### config.mk
export PLATFORM = sky130hd
export DESIGN_NAME = serial_frame_tx
export DESIGN_NICKNAME = d
export VERILOG_FILES = /design/src/rtl/serial_frame_tx.sv
export SDC_FILE = /design/constraint.sdc
export NUM_CORES = 1
export LEC_CHECK = 0
export ABC_CLOCK_PERIOD_IN_PS = 4900
export CAP_MARGIN = 20
export CORE_UTILIZATION = 45
export DETAILED_ROUTE_END_ITERATION = 8
export PLACE_DENSITY = 0.68
export SYNTH_ARGS = -nofsm -noshare
export SYNTH_HDL_FRONTEND = slang
export SYNTH_SLANG_ARGS = --single-unit
### constraint.sdc
create_clock -name clock -period 4.9 [get_ports clock]
set_input_delay 0.49 -clock clock [delete_from_list [all_inputs] [get_ports clock]]
set_output_delay 0.49 -clock clock [all_outputs]
set_load 0.005 [all_outputs]
### src/rtl/serial_frame_tx.sv
// -----------------------------------------------------------------------------
// serial_frame_tx
//
// Parallel-to-serial frame transmitter. Each accepted word is sent on the
// one-bit line `x` as:
//   start marker (1) | DATA_W data bits, LSB first | [parity] | GAP_BITS zeros
// The line idles low. Every bit lasts BIT_DIV clock cycles.
//
// One holding register buffers the next word while the current one shifts
// out. When a word is waiting at the end of a gap, the next frame starts on
// the following bit, so back-to-back frames have no idle bit between them.
//
// Optional feature (compile-time macro):
//   SERIAL_FRAME_TX_PARITY_EN - when defined, an even-parity bit (XOR of the
//                               data bits) is sent after the data bits.
//
// Parameters:
//   DATA_W    data bits per frame
//   BIT_DIV   clock cycles per serial bit (>= 1)
//   GAP_BITS  idle-low bit times after each frame (>= 1)
//
// Ports:
//   clock       rising-edge clock
//   reset_n     asynchronous active-low reset, released synchronously
//   in_data     word to send
//   in_valid    in_data valid
//   in_ready    holding register empty; a word is taken when in_valid & in_ready
//   x           serial line, registered, idle low
//   busy        frame in progress (start marker through gap)
//   frame_done  one-cycle pulse on the last clock of the gap
//   sent_cnt    completed frames, wraps 16'hFFFF -> 0
//
// Output timing: x, busy, frame_done and sent_cnt are all registered from the
// current FSM state, so they trail the state register by one clock and stay
// aligned with each other. A word accepted at edge N shows its start marker
// on x from edge N+2.
// -----------------------------------------------------------------------------
module serial_frame_tx #(
  parameter int DATA_W   = 8,
  parameter int BIT_DIV  = 1,
  parameter int GAP_BITS = 2
) (
  input  logic              clock,
  input  logic              reset_n,
  input  logic [DATA_W-1:0] in_data,
  input  logic              in_valid,
  output logic              in_ready,
  output logic              x,
  output logic              busy,
  output logic              frame_done,
  output logic [15:0]       sent_cnt
);

  // Bit-timer width; keep at least one bit even when BIT_DIV == 1.
  localparam int TW = (BIT_DIV > 1) ? $clog2(BIT_DIV) : 1;
  // Bit index counter covers both the data bits and the gap bits.
  localparam int CW = $clog2(DATA_W + GAP_BITS + 1);

`ifdef SERIAL_FRAME_TX_PARITY_EN
  localparam int SW = 3;
  localparam logic [SW-1:0] S_IDLE   = 3'd0;
  localparam logic [SW-1:0] S_START  = 3'd1;
  localparam logic [SW-1:0] S_DATA   = 3'd2;
  localparam logic [SW-1:0] S_GAP    = 3'd3;
  localparam logic [SW-1:0] S_PARITY = 3'd4;
`else
  localparam int SW = 2;
  localparam logic [SW-1:0] S_IDLE   = 2'd0;
  localparam logic [SW-1:0] S_START  = 2'd1;
  localparam logic [SW-1:0] S_DATA   = 2'd2;
  localparam logic [SW-1:0] S_GAP    = 2'd3;
`endif

  logic [SW-1:0]     state_q, state_d;
  logic [TW-1:0]     timer_q, timer_d;
  logic [CW-1:0]     bit_q, bit_d;
  logic [DATA_W-1:0] sh_q, sh_d;
  logic [DATA_W-1:0] hold_q, hold_d;
  logic              hold_full_q, hold_full_d;
  logic              x_q, x_d;
  logic              busy_q, busy_d;
  logic              done_q, done_d;
  logic [15:0]       cnt_q, cnt_d;
`ifdef SERIAL_FRAME_TX_PARITY_EN
  logic              parity_q, parity_d;
`endif

  logic tick;    // last clock of the current bit time
  logic accept;  // handshake completes at the next edge
  logic load;    // hold -> sh transfer at the next edge

  assign tick   = (timer_q == TW'(BIT_DIV - 1));
  assign accept = in_valid & ~hold_full_q;

  always_comb begin
    state_d = state_q;
    timer_d = timer_q;
    bit_d   = bit_q;
    sh_d    = sh_q;
    hold_d  = hold_q;
    x_d     = 1'b0;
    done_d  = 1'b0;
    cnt_d   = cnt_q;
    load    = 1'b0;
`ifdef SERIAL_FRAME_TX_PARITY_EN
    parity_d = parity_q;
`endif

    // The bit timer only runs inside a frame so that every frame starts
    // with a full-length start bit.
    if (state_q != S_IDLE) begin
      timer_d = tick ? '0 : timer_q + 1'b1;
    end else begin
      timer_d = '0;
    end

    case (state_q)
      S_IDLE: begin
        x_d = 1'b0;
        if (hold_full_q) begin
          load    = 1'b1;
          state_d = S_START;
        end
      end

      S_START: begin
        x_d = 1'b1;
        if (tick) begin
          state_d = S_DATA;
          bit_d   = '0;
        end
      end

      S_DATA: begin
        x_d = sh_q[0];
        if (tick) begin
          sh_d = sh_q >> 1;
          if (bit_q == CW'(DATA_W - 1)) begin
            bit_d = '0;
`ifdef SERIAL_FRAME_TX_PARITY_EN
            state_d = S_PARITY;
`else
            state_d = S_GAP;
`endif
          end else begin
            bit_d = bit_q + 1'b1;
          end
        end
      end

`ifdef SERIAL_FRAME_TX_PARITY_EN
      S_PARITY: begin
        x_d = parity_q;
        if (tick) begin
          state_d = S_GAP;
          bit_d   = '0;
        end
      end
`endif

      S_GAP: begin
        x_d = 1'b0;
        if (tick) begin
          if (bit_q == CW'(GAP_BITS - 1)) begin
            done_d = 1'b1;
            cnt_d  = cnt_q + 16'd1;
            bit_d  = '0;
            // A waiting word starts immediately: no idle bit between frames.
            if (hold_full_q) begin
              load    = 1'b1;
              state_d = S_START;
            end else begin
              state_d = S_IDLE;
            end
          end else begin
            bit_d = bit_q + 1'b1;
          end
        end
      end

      default: begin
        state_d = S_IDLE;
      end
    endcase

    if (load) begin
      sh_d = hold_q;
`ifdef SERIAL_FRAME_TX_PARITY_EN
      // Parity is taken from the whole word now, since sh is consumed bit
      // by bit while the frame is sent.
      parity_d = ^hold_q;
`endif
    end

    // accept only happens with hold empty and load only with hold full,
    // so a same-cycle accept and load never clash over the register.
    if (accept) begin
      hold_d = in_data;
    end
    hold_full_d = (hold_full_q & ~load) | accept;

    busy_d = (state_q != S_IDLE);
  end

  always_ff @(posedge clock or negedge reset_n) begin
    if (!reset_n) begin
      state_q     <= S_IDLE;
      timer_q     <= '0;
      bit_q       <= '0;
      sh_q        <= '0;
      hold_q      <= '0;
      hold_full_q <= 1'b0;
      x_q         <= 1'b0;
      busy_q      <= 1'b0;
      done_q      <= 1'b0;
      cnt_q       <= '0;
`ifdef SERIAL_FRAME_TX_PARITY_EN
      parity_q    <= 1'b0;
`endif
    end else begin
      state_q     <= state_d;
      timer_q     <= timer_d;
      bit_q       <= bit_d;
      sh_q        <= sh_d;
      hold_q      <= hold_d;
      hold_full_q <= hold_full_d;
      x_q         <= x_d;
      busy_q      <= busy_d;
      done_q      <= done_d;
      cnt_q       <= cnt_d;
`ifdef SERIAL_FRAME_TX_PARITY_EN
      parity_q    <= parity_d;
`endif
    end
  end

  assign in_ready   = ~hold_full_q;
  assign x          = x_q;
  assign busy       = busy_q;
  assign frame_done = done_q;
  assign sent_cnt   = cnt_q;

endmodule

==> results.md, run 1 <==
* Skew-Pair Late Insertion Delay at roughly 0.29 ns
* Detail Route Antenna Nets at 0
* Die Ht at between 60 and 70 um
* CTS root buf: clkbuf_8
* Maximum fanout along the worst path at 12
* Total grt overflow at 0
* Worst-Margin Slew at 0.8985 ns
* Number of global-route vias before repair at around 1.4k
* Maximum VDD drop at 0.2180 mV
* Power Dens Cells at just over 500 nW/um^2
* Setup TNS Final at 0 ns
* Num rows at 23
* H-tree depth at 2
* DRT Wirelength at 3780 um
* RR Startpoint: state_q[0]
* Seq/Total Area, Yosys at 54.02%
* Die width at just under 70 um
* Cell variety after synth at 39
* Mean Syn Cell Area at 11.25 sq um
* Seq cells post-synth at between 40 and 50
* # hold bufs at CTS at 0
* Port-buffer cells at 30
* GP Congestion at 0.7515
* Final hold violations at 0
* Clock skew at 0.008214 ns
* Resize count post-CTS at 0
* Max cap viols at 0
* Total power at roughly 1.2 mW
* WS Path Type: reg2reg
* Highest Clock Rate at around 480 MHz
* Max Root-Sink Buffers at 2
* Area growth syn-to-layout at 20.58%
* Mapped Cells at about 170
* Finish-stage setup viols at 0
* Crit path launch type: flop
* Initial antenna violation count at 0
* EDFF count, synth at 0
* WL/cell at roughly 15 um
* Worst path cell trace: inv_1, ha_1, nor2_1, or3_1, a31o_2
* Setup crit end kind: flop
* Worst reg-to-reg path cell count at 5
* Critical-path top delay cell: ha_1
* RSZ-0062 raised after global routing: false
* Slew Viols, Final at 0
* Post-CTS Setup Inserts at 0
* Synth top area cells: dfrtp_1 54%, mux2_2 4.6%, ha_1 4.5%
* Total Nets Final at between 200 and 250
* Ports at 31
* DRC at 0
* Outcome: finished clean
* Tmin final at between 2 and 2.5 ns
* Async set-reset flop share out of synthesis at 100.0%
* Synthesis Warnings at 0
* Req. time, crit path at between 5 and 6 ns
* Synth Cell Area at between 1500 and 2000 sq um
* Crit-path max cell delay at roughly 0.55 ns
* Layout cell share with drive strength beyond 1 at roughly a tenth
* Synth area leader: dfrtp_1
* Leakage at 1.062 nW
* Arrival time of the worst setup path at roughly 2.3 ns
* Crit path launch: state_q[0]
* First-pass GRT wire length at 6479 um
* Min-Delay Path Class: in2async
* Clock transition at path regs at about 0.080 ns
* Vias at approximately 1.4k
* TritonRoute pass-1 iters at 4
* Terminus of the critical flop-to-flop path: state_q[1]
* Total nets after synthesis at around 190
* Primary FF master, synth: dfrtp_1
* Largest net degree at the start of global routing at 43
* 1st-iter DRT viols at 50
* DP Wirelength at between 2000 and 3000 um
* Clock sinks at 42
* Antenna Cells at 0
* Area of the core at 4086 sq um
* Global Route Usage Sum at about a fifth
* Die area at between 4000 and 5000 sq um
* TritonCTS clock tree: yes
* R2r setup slk at 2.80 ns
* CTS buffer count at 5
* Rel. slew slack at 40.10%
* Top-area cell type share of the netlist area at 54.02%
* Initial core utilization at between 40 and 50%
* Vias per cell at roughly 5.4
* Final cycle utilization of the critical path at 42.92%
[report_power, final]
group	internal [mW]	switching [mW]	total (mW)
sequential	0.460	0.0820	0.542
clock	0.114	0.111	0.224
combinational	0.217	0.211	0.428
total	0.791	0.404	1.19
[worst max-delay path: cells and delay by family, from the launching register on]
family | cells | cell delay [ns]
simple gates | 2 | 0.63
fa+ha+maj | 1 | 0.55
flops | 1 | 0.38
compound gates | 1 | 0.28
buf+inv | 1 | 0.15
[synth_stat cells, drive strengths merged (2+ instances only)]
cell,n
or3,2
dfrtp,42
nor2,15
mux2,8
clkbuf,4
a21oi,11
xor2,8
buf,4
mux2i,7
and3,2
a21o,2
inv,8
nor4,2
ha,7
nand4,4
nand2,12
nand3,9
nor3,3
o21ai,2
xnor2,7
[through the flow]
step	utilization (%)	hold slack [ns]	instances	area, sq um	worst slack, ns
2_1_floorplan	-	0.1944	173	1946	3.262
3_3_place_gp	55.17	0.4605	245	2255	2.826
3_5_place_dp	55.17	0.4699	245	2255	2.783
4_1_cts	57.41	0.3597	253	2346	2.798
5_1_grt	57.41	0.4042	253	2346	2.628
6_report	57.41	0.3224	253	2346	2.797
[kinds of logic (layout without fill, tap and decap cells)]
group	after synthesis	in the layout	share of synthesized area (%)
fa+ha+maj	7	7	4.501
xor+xnor	15	15	6.753
buf+inv	16	46	4.051
flops	42	42	54.02
compound gates	23	23	7.653
simple gates	55	55	14.79
mux	15	15	8.232
[layout by cell type, fill, tap and decap left out, types with 2 or more instances in the layout]
master / count
mux2_2: 8
ha_1: 7
mux2i_1: 7
nand3_1: 8
dfrtp_1: 42
a21o_1: 2
a21oi_1: 11
clkbuf_8: 6
or3_1: 2
nand4_1: 4
xor2_1: 8
clkdlybuf4s50_1: 29
inv_1: 8
nor2_1: 15
nor3_1: 3
and3_1: 2
xnor2_1: 7
nand2_1: 12
[how the worst max path moves through the flow]
stage / end / slack, ns
floorplan: sh_q[6] / 3.26
global placement: hold_q[5] / 2.83
detailed placement: hold_q[4] / 2.78
CTS: state_q[1] / 2.80
global route: bit_q[1] / 2.63
finish: state_q[1] / 2.80
[area by class of cell]
cell class	instances	area (sq um)
inverter	8	30.03
clock inverter	1	5.005
timing repair buffer	30	295.3
sequential	42	1051
tap	50	62.56
clock buffer	7	86.33
fill	349	1740
multi-input combinational	115	815.8
[layer usage]
metal | vias to the layer above | track usage, % | wire length [um]
li1 | 654 | - | -
met1 | 685 | 23.46 | 1644
met2 | 21 | 34.16 | 1957
met3 | 4 | 5.912 | 149
met4 | 0 | 4.787 | 29
met5 | - | 0 | 0
[registers in the layout, summed over array words and instances, names as in the netlist]
register and cells:
sh_q 8, state_q 2, hold_q 8, x 1
bit_q 4, sent_cnt 16, busy 1, hold_full_q 1
frame_done 1
Power figures use the tool's default switching activity.
==> run 2: changes to the inputs <==
Settings changed: ABC_CLOCK_PERIOD_IN_PS 4900 to 1750, PLACE_DENSITY 0.68 to 0.71.
Clock period 4.9 ns to 1.75 ns, I/O delays scaled along.
==> run 2 against run 1 <==
Against the previous run:
- cell count rose by 2.0%
- count of clock-buffer cells in the layout fell by 1
- worst setup slack got worse by 2.7 ns
- wire length fell by 1.9%
- non-clock buffer count rose by 7
- clock power rose to 2.7 times the previous value
- core utilization rose by 2.7 points
- worst hold slack improved by 0.054 ns
- clock skew fell by 0.0021 ns
- die area did not move
- critical path type unchanged
- critical endpoint unchanged
- largest power group unchanged
- highest routed layer unchanged
==> results.md, run 2 (same netlist as run 1, synthesis figures left out) <==
* Outcome: finished clean
* DRT Wirelength at 3710 um
* Setup crit end kind: flop
* Finish-stage setup viols at 0
* Maximum VDD drop at 0.6467 mV
* RR Startpoint: bit_q[0]
* TritonRoute pass-1 iters at 4
* Clock skew at about 0.0061 ns
* Placed insts at 251
* DRC at 0
* Layout cell share with drive strength beyond 1 at around 17%
* Vias per cell at 5.329
* Critical-path top delay cell: dfrtp_1
* Top delay family on crit path: simple AND/OR/NAND/NOR gates
* Ports at 31
* Final cycle utilization of the critical path at a little over nine tenths
* Final hold violations at 0
* R2r setup slk at around 0.084 ns
* WL/cell at 14.38 um
* Detail Route Antenna Nets at 0
* Die area at approximately 4600 sq um
* WS Path Type: reg2reg
* Maximum fanout along the worst path at 7
* Slew Viols, Final at 0
* Terminus of the critical flop-to-flop path: state_q[1]
* DP Wirelength at 2621 um
* Leakage at roughly 1.1 nW
* Commonest cells after routing, fill and taps aside: 42 x dfrtp_1, 29 x clkdlybuf4s50_1, 14 x nor2_1
* Worst-Margin Slew at between 0.5 and 0.6 ns
* Tmin final at roughly 1.7 ns
* Power Dens Cells at 1386 nW/um^2
* Clock transition at path regs at 0.08 ns
* Clock sinks at 42
* Initial antenna violation count at 0
* Initial core utilization at a little under half
* CTS buffer count at 5
* Post-CTS Setup Inserts at 0
* Min-Delay Path Class: in2async
* Antenna Cells at 0
* Total power at roughly 3.4 mW
* Number of global-route vias before repair at around 1.4k
* Total grt overflow at 0
* Crit path launch type: flop
* GP Congestion at just over 0.8
* Buf/Inv on CP at 0
* Total Nets Final at 227
* Vias at ~1.4k
* Area of the core at a little over 4000 sq um
* Worst path cell trace: ha_1, and4bb_2, or3_4, a31o_2
* Area growth syn-to-layout at 26.30%
* Cell Count, Final, Fillers Out at 258
* Worst reg-to-reg path cell count at 4
* Global Route Usage Sum at 19.01%
* H-tree depth at 2
* Skew-Pair Late Insertion Delay at 0.29 ns
* TritonCTS clock tree: yes
* Req. time, crit path at between 1.5 and 2 ns
* Commonest non-fill, non-tap cell in the layout: dfrtp_1
* Port-buffer cells at 30
* Max Root-Sink Buffers at 2
* Largest net degree at the start of global routing at 23
* Die width at a little under 70 um
* Max cap viols at 0
* Die Ht at a little under 70 um
* 1st-iter DRT viols at 66
* First-pass GRT wire length at approximately 6400 um
* Arrival time of the worst setup path at approximately 1.9 ns
* Highest Clock Rate at roughly 600 MHz
* Rel. slew slack at 66.57%
* Num rows at 23
* Max reg flops at 16
* CTS root buf: clkbuf_8
* Crit-path max cell delay at ~0.45 ns
[run 2: cell count changes in the layout (fill, tap and decap cells not counted), sizes merged]
cell / previous run / this run
buf: 1 / 7
dlygate4sd3: 0 / 1
clkinv: 1 / 0
clkbuf: 7 / 6
[run 2: power by group]
group          switching (mW)  internal [mW]  total [mW]  leakage (nW)
registers               0.237           1.29        1.53         0.531
clock network           0.310          0.304       0.615        0.0431
logic                   0.593          0.673        1.27         0.536
total                    1.14           2.27        3.41          1.11
[run 2: how the worst max path moves through the flow]
stage                           from      endpoint  slack [ns]  cells past startpoint
after floorplan             bit_q[1]       sh_q[6]        0.11                      9
after global placement      bit_q[1]  sent_cnt[15]        0.04                      7
after detailed placement    bit_q[1]   sent_cnt[7]       -0.01                      8
after CTS                   bit_q[1]  sent_cnt[15]       -0.01                      7
after global routing      state_q[1]  sent_cnt[14]      -0.008                      6
final                       bit_q[0]    state_q[1]        0.08                      4
[run 2: repair_timing]
action,4_1_cts,5_1_grt
hold buffers,1,0
endpoints found under the hold margin,20,0
resized for setup,2,12
pin swaps,0,4
setup endpoints to repair,3,23
[run 2: cell type report]
cell class	count	area [sq um]
clock buffers	6	82.58
multi-input cells	115	862.1
inverters	8	32.53
fillers	341	1629
repair buffers	37	366.6
well taps	50	62.56
flip-flops and latches	42	1051
[run 2: stage by stage]
step	setup TNS, ns	area (sq um)	hold slack [ns]	setup slack (ns)	utilization, %
floorplan	0	1946	-0.1206	0.1119	-
global route	-0.01472	2457	0.4369	-0.008134	60.13
global placement	0	2312	0.1595	0.04312	56.58
CTS	-0.02826	2412	0.3949	-0.01237	59.03
finish	0	2457	0.3763	0.08448	60.13
detailed placement	-0.01425	2312	0.1698	-0.01425	56.58
[run 2: worst reg2reg max path, stage by stage, from the launching register on]
cell,delay (ns)
dfrtp_1,0.45
ha_1,0.26
and4bb_2,0.24
or3_4,0.37
a31o_2,0.25
[run 2: metal layers]
layer / wire, um / global-route usage (%)
met2: 1727 / 29.33
met4: 52 / 6.383
met3: 166 / 5.912
met1: 1764 / 25.13
met5: 0 / 0
